### src/rtl/afb_ctrl_pkg.sv
// Shared types and constants for the AFB run controller: FSM state encoding,
// sticky-status bit positions, fatal-flag mask and error-counter geometry.
package afb_ctrl_pkg;

  typedef enum logic [2:0] {
    ST_IDLE      = 3'd0,
    ST_START     = 3'd1,
    ST_RUN       = 3'd2,
    ST_DRAIN_IN  = 3'd3,
    ST_DRAIN_OUT = 3'd4,
    ST_HALT      = 3'd5
  } afb_state_e;

  localparam int unsigned STAT_PPF_SAT     = 0;
  localparam int unsigned STAT_REORDER_OVF = 1;
  localparam int unsigned STAT_FFT_UNF     = 2;
  localparam int unsigned STAT_FFT_OVF     = 3;
  localparam int unsigned STAT_FFT_SAT     = 4;
  localparam int unsigned STAT_DRAIN_TMO   = 5;
  localparam int unsigned STAT_W           = 6;

  // Reorder overflow, FFT underflow and FFT overflow are fatal.
  localparam logic [STAT_W-1:0] FATAL_MASK = 6'b001110;

  localparam int unsigned ERR_CNT_N = 4;
  localparam int unsigned ERR_CNT_W = 16;

endpackage

### src/rtl/afb_frame_counter.sv
// Sample index modulo 2^IDX_W plus a frame counter bumped on each index wrap.
module afb_frame_counter #(
  parameter int unsigned IDX_W = 10,
  parameter int unsigned CNT_W = 16
) (
  input  logic             i_clock,
  input  logic             i_reset,
  input  logic             i_clear,
  input  logic             i_inc,
  output logic [IDX_W-1:0] o_index,
  output logic [CNT_W-1:0] o_frames
);

  logic [IDX_W-1:0] idx_d, idx_q;
  logic [CNT_W-1:0] frames_d, frames_q;
  logic             wrap;

  always_comb begin
    wrap     = i_inc && (idx_q == '1);
    idx_d    = idx_q;
    frames_d = frames_q;
    if (i_clear) begin
      idx_d    = '0;
      frames_d = '0;
    end else if (i_inc) begin
      idx_d = idx_q + 1'b1;
      if (wrap) frames_d = frames_q + 1'b1;
    end
  end

  always_ff @(posedge i_clock or negedge i_reset) begin
    if (!i_reset) begin
      idx_q    <= '0;
      frames_q <= '0;
    end else begin
      idx_q    <= idx_d;
      frames_q <= frames_d;
    end
  end

  assign o_index  = idx_q;
  assign o_frames = frames_q;

endmodule

### src/rtl/afb_ctrl.sv
// AFB run controller: paced sample gating, per-run config latch, frame-aligned
// drain, sticky error status. AFB_CTRL_ERR_CNT_EN adds per-flag error counters.
module afb_ctrl
  import afb_ctrl_pkg::*;
#(
  parameter int unsigned WIDTH         = 32,
  parameter int unsigned LOG2LEN       = 10,
  parameter int unsigned FRAME_CNT_W   = 16,
  parameter int unsigned DRAIN_TIMEOUT = 4096
) (
  input  logic                   i_clock,
  input  logic                   i_reset,
  input  logic                   i_start,
  input  logic                   i_stop,
  input  logic                   i_clear_status,
  input  logic [3:0]             i_cfg_gain_pow2,
  input  logic [2*LOG2LEN-1:0]   i_cfg_fft_rounding,
  input  logic                   i_cfg_halt_on_err,
  input  logic [WIDTH-1:0]       i_in_inph,
  input  logic [WIDTH-1:0]       i_in_quad,
  input  logic                   i_in_valid,
  output logic                   o_in_ready,
  output logic [WIDTH-1:0]       o_afb_inph,
  output logic [WIDTH-1:0]       o_afb_quad,
  output logic                   o_afb_valid,
  output logic                   o_afb_enable,
  output logic [3:0]             o_afb_gain_pow2,
  output logic [2*LOG2LEN-1:0]   o_afb_fft_rounding,
  input  logic                   i_afb_out_valid,
  input  logic                   i_afb_out_ready,
  input  logic                   i_afb_ppf_saturate,
  input  logic                   i_afb_reorder_overflow,
  input  logic                   i_afb_fft_underflow,
  input  logic                   i_afb_fft_overflow,
  input  logic [LOG2LEN-1:0]     i_afb_fft_saturate,
  output logic [2:0]             o_state,
  output logic                   o_busy,
  output logic [FRAME_CNT_W-1:0] o_in_frames,
  output logic [FRAME_CNT_W-1:0] o_out_frames,
  output logic [STAT_W-1:0]      o_status
`ifdef AFB_CTRL_ERR_CNT_EN
  ,
  output logic [ERR_CNT_N-1:0][ERR_CNT_W-1:0] o_err_cnt
`endif
);

  localparam int unsigned TMO_W = $clog2(DRAIN_TIMEOUT + 1);

  afb_state_e             state_d, state_q;
  logic                   enable_d, enable_q;
  logic                   valid_d, valid_q;
  logic                   gap_d, gap_q;
  logic [WIDTH-1:0]       inph_d, inph_q, quad_d, quad_q;
  logic [3:0]             gain_d, gain_q;
  logic [2*LOG2LEN-1:0]   round_d, round_q;
  logic                   hoe_d, hoe_q;
  logic [STAT_W-1:0]      status_d, status_q;
  logic [TMO_W-1:0]       tmo_d, tmo_q;

  logic [STAT_W-1:0]      flags;
  logic                   fatal, active, in_ready, xfer, out_hs, start_go, tmo_set;
  logic [LOG2LEN-1:0]     in_idx, out_idx_unused;
  logic [FRAME_CNT_W-1:0] in_frames, out_frames;

  always_comb begin
    flags    = {1'b0, |i_afb_fft_saturate, i_afb_fft_overflow, i_afb_fft_underflow,
                i_afb_reorder_overflow, i_afb_ppf_saturate};
    fatal    = |(flags & FATAL_MASK);
    active   = state_q inside {ST_START, ST_RUN, ST_DRAIN_IN, ST_DRAIN_OUT};
    // Draining stops accepting once the input sits on a frame boundary.
    in_ready = !gap_q && ((state_q == ST_RUN) ||
                          ((state_q == ST_DRAIN_IN) && (in_idx != '0)));
    xfer     = i_in_valid && in_ready;
    out_hs   = i_afb_out_valid && i_afb_out_ready && (state_q != ST_IDLE);
    start_go = (state_q == ST_IDLE) && i_start;
  end

  afb_frame_counter #(.IDX_W(LOG2LEN), .CNT_W(FRAME_CNT_W)) u_in_cnt (
    .i_clock (i_clock),
    .i_reset (i_reset),
    .i_clear (start_go),
    .i_inc   (xfer),
    .o_index (in_idx),
    .o_frames(in_frames)
  );

  afb_frame_counter #(.IDX_W(LOG2LEN), .CNT_W(FRAME_CNT_W)) u_out_cnt (
    .i_clock (i_clock),
    .i_reset (i_reset),
    .i_clear (start_go),
    .i_inc   (out_hs),
    .o_index (out_idx_unused),
    .o_frames(out_frames)
  );

  always_comb begin
    state_d = state_q;
    gain_d  = gain_q;
    round_d = round_q;
    hoe_d   = hoe_q;
    tmo_d   = '0;
    tmo_set = 1'b0;
    if (active && hoe_q && fatal) begin
      state_d = ST_HALT;
    end else begin
      case (state_q)
        ST_IDLE: if (i_start) begin
          gain_d  = i_cfg_gain_pow2;
          round_d = i_cfg_fft_rounding;
          hoe_d   = i_cfg_halt_on_err;
          state_d = ST_START;
        end
        ST_START:    state_d = ST_RUN;
        ST_RUN:      if (i_stop) state_d = ST_DRAIN_IN;
        ST_DRAIN_IN: if (in_idx == '0) state_d = ST_DRAIN_OUT;
        ST_DRAIN_OUT: begin
          if (out_frames == in_frames) begin
            state_d = ST_IDLE;
          end else if (tmo_q == TMO_W'(DRAIN_TIMEOUT - 1)) begin
            state_d = ST_IDLE;
            tmo_set = 1'b1;
          end else begin
            tmo_d = tmo_q + 1'b1;
          end
        end
        ST_HALT:     if (i_stop || i_clear_status) state_d = ST_IDLE;
        default:     state_d = ST_IDLE;
      endcase
    end

    enable_d = state_d inside {ST_START, ST_RUN, ST_DRAIN_IN, ST_DRAIN_OUT};
    valid_d  = xfer && (state_d != ST_HALT);
    gap_d    = xfer;
    inph_d   = xfer ? i_in_inph : inph_q;
    quad_d   = xfer ? i_in_quad : quad_q;

    status_d = i_clear_status ? '0 : status_q;
    if (enable_q) status_d = status_d | flags;
    if (tmo_set) status_d[STAT_DRAIN_TMO] = 1'b1;
  end

  always_ff @(posedge i_clock or negedge i_reset) begin
    if (!i_reset) begin
      state_q  <= ST_IDLE;
      enable_q <= 1'b0;
      valid_q  <= 1'b0;
      gap_q    <= 1'b0;
      inph_q   <= '0;
      quad_q   <= '0;
      gain_q   <= '0;
      round_q  <= '0;
      hoe_q    <= 1'b0;
      status_q <= '0;
      tmo_q    <= '0;
    end else begin
      state_q  <= state_d;
      enable_q <= enable_d;
      valid_q  <= valid_d;
      gap_q    <= gap_d;
      inph_q   <= inph_d;
      quad_q   <= quad_d;
      gain_q   <= gain_d;
      round_q  <= round_d;
      hoe_q    <= hoe_d;
      status_q <= status_d;
      tmo_q    <= tmo_d;
    end
  end

`ifdef AFB_CTRL_ERR_CNT_EN
  logic [ERR_CNT_N-1:0][ERR_CNT_W-1:0] err_cnt_d, err_cnt_q;

  // Counter i tracks status bit i (ppf_sat, reorder_ovf, fft_unf, fft_ovf).
  always_comb begin
    for (int unsigned i = 0; i < ERR_CNT_N; i++) begin
      if (enable_q && flags[i])
        err_cnt_d[i] = (err_cnt_q[i] == '1) ? err_cnt_q[i] : err_cnt_q[i] + 1'b1;
      else if (i_clear_status)
        err_cnt_d[i] = '0;
      else
        err_cnt_d[i] = err_cnt_q[i];
    end
  end

  always_ff @(posedge i_clock or negedge i_reset) begin
    if (!i_reset) err_cnt_q <= '0;
    else          err_cnt_q <= err_cnt_d;
  end

  assign o_err_cnt = err_cnt_q;
`endif

  assign o_in_ready         = in_ready;
  assign o_afb_inph         = inph_q;
  assign o_afb_quad         = quad_q;
  assign o_afb_valid        = valid_q;
  assign o_afb_enable       = enable_q;
  assign o_afb_gain_pow2    = gain_q;
  assign o_afb_fft_rounding = round_q;
  assign o_state            = state_q;
  assign o_busy             = (state_q != ST_IDLE);
  assign o_in_frames        = in_frames;
  assign o_out_frames       = out_frames;
  assign o_status           = status_q;

endmodule

### config.mk
export PLATFORM = sky130hd
export DESIGN_NAME = afb_ctrl
export DESIGN_NICKNAME = d
export VERILOG_FILES = /design/src/rtl/afb_ctrl_pkg.sv /design/src/rtl/afb_frame_counter.sv /design/src/rtl/afb_ctrl.sv
export SDC_FILE = /design/constraint.sdc
export NUM_CORES = 1
export LEC_CHECK = 0
export ABC_AREA = 1
export BUFFER_PORTS_ARGS = -buffer_cell sky130_fd_sc_hd__buf_2
export CORE_ASPECT_RATIO = 2
export CORE_UTILIZATION = 29
export CTS_CLUSTER_SIZE = 10
export DETAILED_ROUTE_END_ITERATION = 10
export SETUP_SLACK_MARGIN = 0.3
export SYNTH_ARGS = -nofsm -noshare
export SYNTH_HDL_FRONTEND = slang
export SYNTH_SLANG_ARGS = --single-unit
### constraint.sdc
create_clock -name i_clock -period 3 [get_ports i_clock]
set_clock_uncertainty 0.05 [all_clocks]
set_input_delay 0.45 -clock i_clock [delete_from_list [all_inputs] [get_ports i_clock]]
set_output_delay 0.45 -clock i_clock [all_outputs]
set_load 0.02 [all_outputs]
# Word level (Yosys, flattened, before mapping)

Cells that the tools add are included.

Add/subtract/negate cells: 5
Reduce and logical (&&, ||, !) cells: 29
Bitwise logic cells: 2
Muxes and demuxes: 29
Equality and inequality tests: 14

Operators by type and width:

| cell                  | number |
|---|---|
| $mux 16               | 6 |
| $mux 13               | 4 |
| $mux 10               | 4 |
| $add 16x1->16 const B | 2 |
| $mux 3                | 7 |
| $add 10x1->10 const B | 2 |
| $eq 10x10->1 const B  | 2 |
| $pmux 3 s6            | 1 |
| $eq 16x16->1          | 1 |
| $add 13x1->13 const B | 1 |
| $eq 13x12->1 const B  | 1 |
| $eq 3x2->1 const B    | 4 |
| $mux 6                | 2 |
| $logic_and 1x1->1     | 11 |
| $logic_not 10->1      | 1 |
| $reduce_bool 10->1    | 1 |
| $reduce_or 10->1      | 1 |
| $eq 3x3->1 const B    | 3 |
| $reduce_bool 2->1     | 4 |
| $reduce_bool 4->1     | 2 |
| $eq 3x1->1 const B    | 2 |
| $or 6x5->6            | 1 |
| $mux 1                | 5 |
| $reduce_and 2->1      | 2 |
| other kinds (8)       | 9 |

Register bits: 166
Output and inout port bits: 133
Word-level logic and storage cells: 94
Bits of input ports: 111

# Logic depth before layout (Yosys ltp)

Gate-level depths: netlist of run 1.

Depth after elaboration: 9
Mapped depth: 11
Gate-level depth less buffers: 11

# Cells and area by module

Synthesis of run 1 repeated with hierarchy kept, for this count alone.

Cells, all modules: 1,059
Area total of the unflattened synthesis: 8,167.8 sq um

Modules (own cells, without submodules):

| module            | times used | sequential area each (sq um) | cells an instance | area each (sq um) |
|---|---|---|---|---|
| afb_ctrl          | 1          | 2,852.7                      | 625               | 5,102.4 |
| afb_frame_counter | 2          | 650.6                        | 217               | 1,532.7 |

# Worst setup path after synthesis of run 1

OpenSTA, ideal clock, no wires.

Kind: register to register
Start: reg state_q[2], in the netlist o_state[2]
End: reg u_out_cnt.frames_q[3], in the netlist u_out_cnt.o_frames[3]
Stages on the path, launching flop included: 9
Setup time: 0.128 ns
Buffers on the path: 1
Data required time: 2.822 ns
Arrival time: 1.580 ns
Slack: 1.242 ns
Period minus slack after synthesis: 1.758 ns
Path through: dfrtp_1 -> inv_2 -> nand2_1 -> nand3_2 -> nor3_2 -> inv_1 -> nand2_1 -> buf_2 -> o21ai_0

Longest elaborated chain between the ends: 5
Elaborated cells between the ends (all ways): 9
Classes of those cells: mux (1); reduce/logical (8)

Ends and longest elaborated chain:

| what                                  | line                    | source |
|---|---|---|
| start: declaration                    | afb_ctrl.sv:49          | `afb_state_e state_d, state_q;` |
| start signal: assignment              | afb_ctrl.sv:156         | `state_q <= state_d;` |
| $reduce_bool 3->1 (*)                 | --                      |  |
| named net o_busy                      | afb_ctrl.sv:37          | `output logic o_busy,` |
| $logic_and 1x1->1 (*)                 | afb_ctrl.sv:74          | `out_hs = i_afb_out_valid && i_afb_out_ready && (state_q != ST_IDLE);` |
| $logic_and 1x1->1                     | afb_frame_counter.sv:19 | `wrap = i_inc && (idx_q == '1);` |
| $reduce_bool 2->1 (no source line)    | --                      |  |
| $reduce_and 2->1 (no source line) (*) | --                      |  |
| end signal: assignment                | afb_frame_counter.sv:37 | `frames_q <= frames_d;` |
| end: declaration                      | afb_frame_counter.sv:15 | `logic [CNT_W-1:0] frames_d, frames_q;` |

The timed path passes the listed nets; every way through them passes the cells marked *.
A chain may end at the register's enable or synchronous reset.

# Final worst setup path of run 1

Start: reg u_in_cnt.idx_q[0], in the netlist u_in_cnt.o_index[0]
End: out o_in_ready

Longest elaborated chain between the ends: 4

Ends and longest elaborated chain:

| what                     | line                    | source |
|---|---|---|
| start: declaration       | afb_frame_counter.sv:14 | `logic [IDX_W-1:0] idx_d, idx_q;` |
| start signal: assignment | afb_frame_counter.sv:36 | `idx_q <= idx_d;` |
| $reduce_bool 10->1       | afb_ctrl.sv:72          | `((state_q == ST_DRAIN_IN) && (in_idx != '0)));` |
| $logic_and 1x1->1        | afb_ctrl.sv:72          |  |
| $logic_or 1x1->1         | afb_ctrl.sv:71          | `in_ready = !gap_q && ((state_q == ST_RUN) \|\|` |
| $logic_and 1x1->1        | afb_ctrl.sv:71          |  |
| end: declaration         | afb_ctrl.sv:22          | `output logic o_in_ready,` |

Every way passes these cells.

==> run metrics, run 1 <==
Setup-failing EPs final 0; layout cells sized above 1 0.236; CTS tree yes; largest net degree at the start of global routing between 60 and 70; max frequency 0.433 GHz; Setup Fix Bufs, Post-CTS 0; top cells by area, synth dfrtp_1 53%, nand2_1 22%, nor2_1 3.9%, xor2_1 3.8%, nand3_1 3.6%; ANT cells 0; DRT iter0 DRCs 350; area grow syn2layout 28.9%; port bufs 243; Vias/cell approximately 4.5; total power 9.19 mW; CP required 2.50 ns; vias after detailed routing 7287; crit-path max FO 4; Yosys warnings 0; hold path endpoint o_afb_quad[16]; vias in the first global route 7353; R2R Setup Slk 0.72 ns; Setup CP Type reg2out; Post-route DRC 0; Syn Nets 1136; Die Wd 119 um; Setup WS pre-CTS between 0.6 and 0.7 ns; most frequent cells in the layout 459 x nand2_1, 242 x buf_2, 166 x dfrtp_1, 83 x nor2_1, 75 x inv_1; DR pass1 iterations 4; first-pass GRT wire length 37700 um; CP endpoint kind output port; post-layout min period 2.31 ns; gpl congestion 0.889; final-report hold violation count 0; R2R Path Start u_in_cnt.o_index[0]; Crit Reg-Reg Endpoint o_afb_quad[2]; core area 26900 sq um; TNS Setup 0 ns; post-DP HPWL 17000 um; Yosys top cell area share 0.525; RSZ-0062 raised after global routing no; outcome complete, no violations; total gr overflow 0; Clk pin slew, worst setup/hold paths roughly 0.07 ns; worst r2r path cells 10; Distinct cells, synth 35; CTS Buffer Depth 2; max_slew headroom 0.575; commonest non-fill, non-tap cell in the layout nand2_1; Die Area ~28000 sq um; Worst Hold Launch i_in_quad[16]; GRT Total Usage 0.173; CP Launch Point u_in_cnt.o_index[0]; root buffer cell clkbuf_16; # IOs 244; hold depth 3; Slew Limit Fails 0; Initial Util 0.294; Sink Count 166; Syn Area/Cell roughly 7.8 sq um; worst-margin pin slew 0.637 ns; P per Cell Area 901 nW/um^2; Worst EP arrival between 1.5 and 2 ns; sequential share of the synthesized area 0.525; # rows 85; H-tree lvl count 4; Startpoint Class flip-flop; routed wire length 23200 um; NumNets Final 1379; Leak about 5.5 nW; Tcrit/Tclk final 0.769; Worst-Skew Late Latency 0.44 ns; Die Y 236 um; initial antenna violation count 1; fin area 10200 sq um; placement-stage cell area 9530 sq um; number of buffers created by CTS 17; Synth Cell Area 7910 sq um; max cap viols 0; top cell type by total area after synthesis dfrtp_1; WL/cell 14.3 um; Synth Register Bits 166; final setup margin 0.692 ns; Cells after Synth about 1000; Antenna Nets Post-Route 0; maximum vdd drop 0.517 mV; worst hold path class in2reg
-- layer usage --
| layer | GRT usage | up-vias | part of all wire |
|---|---|---|---|
| met3 | 0.0325 | 45 | 0.036 |
| met1 | 0.184 | 3405 | 0.38 |
| met5 | 0 | - | 0.00047 |
| met2 | 0.323 | 179 | 0.55 |
| li1 | - | 3656 | - |
| met4 | 0.0836 | 2 | 0.034 |
-- area by class of cell --
| class | instances | area (sq um) |
|---|---|---|
| fill | 2848 | 16700 |
| sequential | 166 | 4150 |
| inverter | 79 | 297 |
| clock inverter | 10 | 168 |
| clock buffer | 22 | 484 |
| timing repair buffer | 255 | 1340 |
| tap | 348 | 435 |
| multi-input combinational | 743 | 3320 |
-- critical path, cell delays in order, from the launching register on --
cell,delay (ns)
dfrtp_1,0.40
inv_1,0.12
ha_1,0.15
nand3_1,0.13
o21ai_2,0.21
nand2_2,0.10
nand2_1,0.07
inv_1,0.03
buf_2,0.16
-- where the power goes --
group | total [mW] | switching [mW] | leakage, nW | internal (mW)
clock | 2.43 | 0.939 | 0.317 | 1.49
sequential | 3.37 | 0.440 | 2.17 | 2.93
combinational | 3.39 | 2.35 | 3.02 | 1.04
total | 9.19 | 3.73 | 5.51 | 5.46
-- cell usage after synthesis, drive strengths merged --
cell type  count
nor4           2
and3           1
nor3          21
clkbuf         4
nand4         13
nand3b         1
nand3         59
inv           79
a31oi          2
buf           27
nand2        461
a22o           1
or2            1
o21ai         40
ha             6
o31ai          3
xor2          34
a211oi         1
xnor2          3
dfrtp        166
nor3b          1
a21oi          6
a21o           1
a221oi         1
nor2          85
-- timing repair --
| action | in CTS | in global routing |
|---|---|---|
| resized for setup | 0 | 0 |
| hold endpoints to repair | 62 | 0 |
| hold buffers | 1 | 0 |
| setup endpoints to repair | 0 | 0 |
-- cells by family (layout without fill, tap and decap cells) --
kind of cell | Yosys count | count (layout) | synth area share
simple gates | 645 | 645 | 0.330
fa+ha+maj | 6 | 6 | 0.00949
flops | 166 | 166 | 0.525
compound gates | 55 | 55 | 0.0386
xor+xnor | 37 | 37 | 0.0410
buf+inv | 110 | 366 | 0.0560
-- stage by stage --
step	hold slack, ns	cells	util
after floorplan	0.104	1019	-
after detailed placement	0.410	1590	0.354
after global placement	0.405	1590	0.354
after CTS	0.125	1623	0.379
after global routing	0.134	1623	0.379
final	0.149	1623	0.379
-- registers in the layout, summed over array words and instances, names as in the netlist --
register and cells:
o_afb_gain_pow2 4, o_afb_fft_rounding 20, u_in_cnt.o_frames 16, o_afb_inph 32, hoe_q 1, u_in_cnt.o_index 10
u_out_cnt.o_frames 16, tmo_q 13, u_out_cnt.o_index 10, o_afb_enable 1, o_afb_valid 1, o_state 3
gap_q 1, o_status 6, o_afb_quad 32
-- how the worst max path moves through the flow --
stage                     slack [ns]               endpoint  cells past startpoint
after floorplan                 1.24  u_out_cnt.o_frames[3]                      8
after global placement          0.74          o_afb_quad[1]                     10
after detailed placement        0.67          o_afb_quad[3]                     10
after CTS                       0.65             o_in_ready                      8
after global routing            0.42          o_afb_quad[1]                     10
final                           0.69             o_in_ready                      8
Power figures use the tool's default switching activity.
==> run 2, diff against run 1 <==
--- a/config.mk
+++ b/config.mk
@@ -5,7 +5,7 @@
 export SDC_FILE = /design/constraint.sdc
 export NUM_CORES = 1
 export LEC_CHECK = 0
-export ABC_AREA = 1
+export ABC_AREA = 0
 export BUFFER_PORTS_ARGS = -buffer_cell sky130_fd_sc_hd__buf_2
 export CORE_ASPECT_RATIO = 2
 export CORE_UTILIZATION = 29
==> constraint.sdc (replaced) <==
create_clock -name i_clock -period 2.3 [get_ports i_clock]
set_clock_uncertainty 0.05 [all_clocks]
set_input_delay 0.345 -clock i_clock [delete_from_list [all_inputs] [get_ports i_clock]]
set_output_delay 0.345 -clock i_clock [all_outputs]
set_load 0.02 [all_outputs]
==> run 2 against run 1 <==
  * Critical path depth unchanged
  * Area after synthesis down 7.3%
  * Worst setup slack worse by 0.60 ns
  * Power up 26%
  * Largest power group unchanged
==> run metrics, run 2 <==
# IOs 244 (unchanged); gpl congestion 0.824 (-7.4%); H-tree lvl count 4 (unchanged); Post-synth EDFFs 0 (unchanged); area grow syn2layout 38.9%; top cells by area, synth dfrtp_1 57%, mux2_2 9.8%, nand2_1 5.7%, xor2_1 4.2%, nor2_1 3.2%; Slew Limit Fails 0 (unchanged); Initial Util 0.294 (about the same); number of buffers created by CTS 17 (unchanged); post-layout min period around 2.2 ns; ys flop type dfrtp_1; WL/cell 16.0 um (+12%); total gr overflow 0 (unchanged); Final Non-Filler Cells 1310 (-19%); Antenna Nets Post-Route 0 (unchanged); top cell type by total area after synthesis dfrtp_1; Finished Core Util 0.408 (+0.0294); ANT cells 0 (unchanged); vias in the first global route 5960 (-19%); placement-stage cell area 9180 sq um (-3.8%); Synth Register Bits 166 (unchanged); Cells after Synth 669 (-34%); fin area 10200 sq um (-0.16%); most frequent cells in the layout 241 x buf_2, 158 x dfrtp_1, 112 x nand2_1, 64 x mux2_2, 63 x nor2_1; worst-margin pin slew 0.456 ns (-0.181 ns); first-pass GRT wire length 30900 um (-18%); Syn Area/Cell 11.0 sq um (+41%); Clk network pwr share 0.245 (-0.019); core area 24900 sq um (-7.3%); layout cells sized above 1 0.447 (+0.211); sequential share of power 0.371 (+0.004); DRT iter0 DRCs 252 (-28%); internal power 7.20 mW (+32%); Post-route DRC 0 (unchanged); maximum vdd drop 0.603 mV (+17%); Die Wd 114 um (-3.7%); outcome complete, no violations; NumNets Final 1078 (-22%); CTS tree yes; Worst EP arrival 1.82 ns (about the same); sequential share of the synthesized area 0.567 (+0.0416); Sink Count 166 (unchanged); P per Cell Area 1130 nW/um^2 (+26%); Setup-failing EPs final 0 (unchanged); Worst-Skew Late Latency 0.44 ns (about the same); combinational share of power 0.383 (+0.014); Leak 5.09 nW (-7.6%); Vias/cell 4.63 (+3.2%); max cap viols 0 (unchanged); CP required 1.90 ns (-0.60 ns); GRT Total Usage 0.157 (-0.0158); Startpoint Class flip-flop; largest net degree at the start of global routing 62 (-6.1%); RSZ-0062 raised after global routing yes; max_slew headroom 0.696 (+0.121); Die Area 26000 sq um (-7.2%); Synth Cell Area 7330 sq um (-7.3%); root buffer cell clkbuf_16; Distinct cells, synth 48 (+37%); Switching Share 0.377 (-0.0294); port bufs 243 (unchanged); max frequency 0.452 GHz; TNS Setup 0 ns (unchanged); worst hold path class in2reg; CTS Buffer Depth 2 (unchanged); ys async rst share 1.00 (unchanged); top-count cell post-synth dfrtp_1; final-report hold violation count 0 (unchanged); commonest non-fill, non-tap cell in the layout buf_2; Clk pin slew, worst setup/hold paths 0.07 ns (about the same); placed instance count 1247 (-22%); Setup CP Type reg2out; routed wire length 21000 um (-9.8%); DR pass1 iterations 4 (unchanged); post-DP HPWL 14800 um (-13%); CP endpoint kind output port; crit-path max FO 3 (-1); Yosys top cell area share 0.567 (+0.0416); hold slack 0.0356 ns (-0.113 ns); Yosys warnings 0 (unchanged); Psw 4.35 mW (+17%); vias after detailed routing 6069 (-17%); Syn Nets 786 (-31%); # rows 82 (-3.5%); Die Y 227 um (-3.7%); Tcrit/Tclk final 0.962; initial antenna violation count 0 (-1); Post-synth top cells 166 x dfrtp_1, 112 x nand2_1, 64 x mux2_2
[run 2: cell types whose count changed in the layout (fill, tap and decap cells not counted), sizes merged, moves of 20 or more]
cell,previous run,this run
nand2,461,112
nor2,85,63
xnor2,3,23
o21ai,40,16
nand3,59,22
buf,254,296
inv,80,22
mux2,0,64
[run 2: layer usage]
| metal | up-vias | GRT usage | routed length (um) |
|---|---|---|---|
| met2 | 174 | 0.284 | 11600 |
| met5 | - | 0 | 0 |
| li1 | 2862 | - | - |
| met3 | 36 | 0.0369 | 810 |
| met1 | 2997 | 0.166 | 7930 |
| met4 | 0 | 0.0846 | 645 |
[run 2: worst paths after layout]
check                                 startpoint                    end  slack (ns)  cells after the start
setup / recovery             u_in_cnt.o_index[1]             o_in_ready        0.09                      8
hold / removal             i_cfg_fft_rounding[9]  o_afb_fft_rounding[9]        0.04                      3
setup reg to reg                      o_state[1]  u_in_cnt.o_frames[13]        0.16                      8
hold reg to reg            o_afb_fft_rounding[1]  o_afb_fft_rounding[1]        0.42                      2
max in group asynchronous                i_reset         o_afb_inph[18]        1.22                      3
min in group asynchronous                i_reset  u_out_cnt.o_frames[3]        0.31                      2
[run 2: critical path: stages (launching register included)]
cell and delay (ns):
dfrtp_1 0.40, inv_1 0.09, ha_1 0.14, nor4b_4 0.22, nand4_2 0.14, buf_6 0.15, inv_2 0.05, nor3_2 0.04
buf_4 0.15
[run 2: power by group through the flow]
stage,Sequential [mW],Clock (mW),Combinational [mW]
floorplan,5.36,0,1.58
global placement,4.30,0,4.11
detailed placement,4.33,0,4.17
CTS,4.29,2.92,4.29
global route,4.41,3.02,4.75
finish,4.29,2.84,4.43
[run 2: timing repair]
item                                    4_1_cts  5_1_grt
pin swaps                                     4        8
cloned                                        1        6
buffers inserted                             13       10
endpoints found under the hold margin        31        0
hold buffers                                  1        0
resized for setup                            11       18
endpoints found under the setup margin       54       94
[run 2: cell type report]
cell class / count / area [sq um]
clock inverter: 12 / 118
clock buffer: 20 / 457
timing repair buffer: 301 / 1830
multi-input combinational: 458 / 3130
tap: 336 / 420
fill: 2474 / 14800
sequential: 166 / 4160
inverter: 17 / 63.8
[run 2: stage by stage]
stage / power, mW / worst slack [ns]
floorplan: 6.94 / 0.214
global placement: 8.41 / 0.203
detailed placement: 8.49 / 0.160
CTS: 11.5 / 0.0443
global route: 12.2 / 0.0162
finish: 11.5 / 0.0874
[run 2: cells by family after synthesis]
group,Yosys count,synth area share
and+or+nand+nor,277,0.182
muxes,71,0.108
xor gates and xnor gates,58,0.0693
DFF,166,0.567
buffers and inverters,46,0.0256
AOI/OAI and AO/OA,45,0.0377
adders and majority gates,6,0.0102
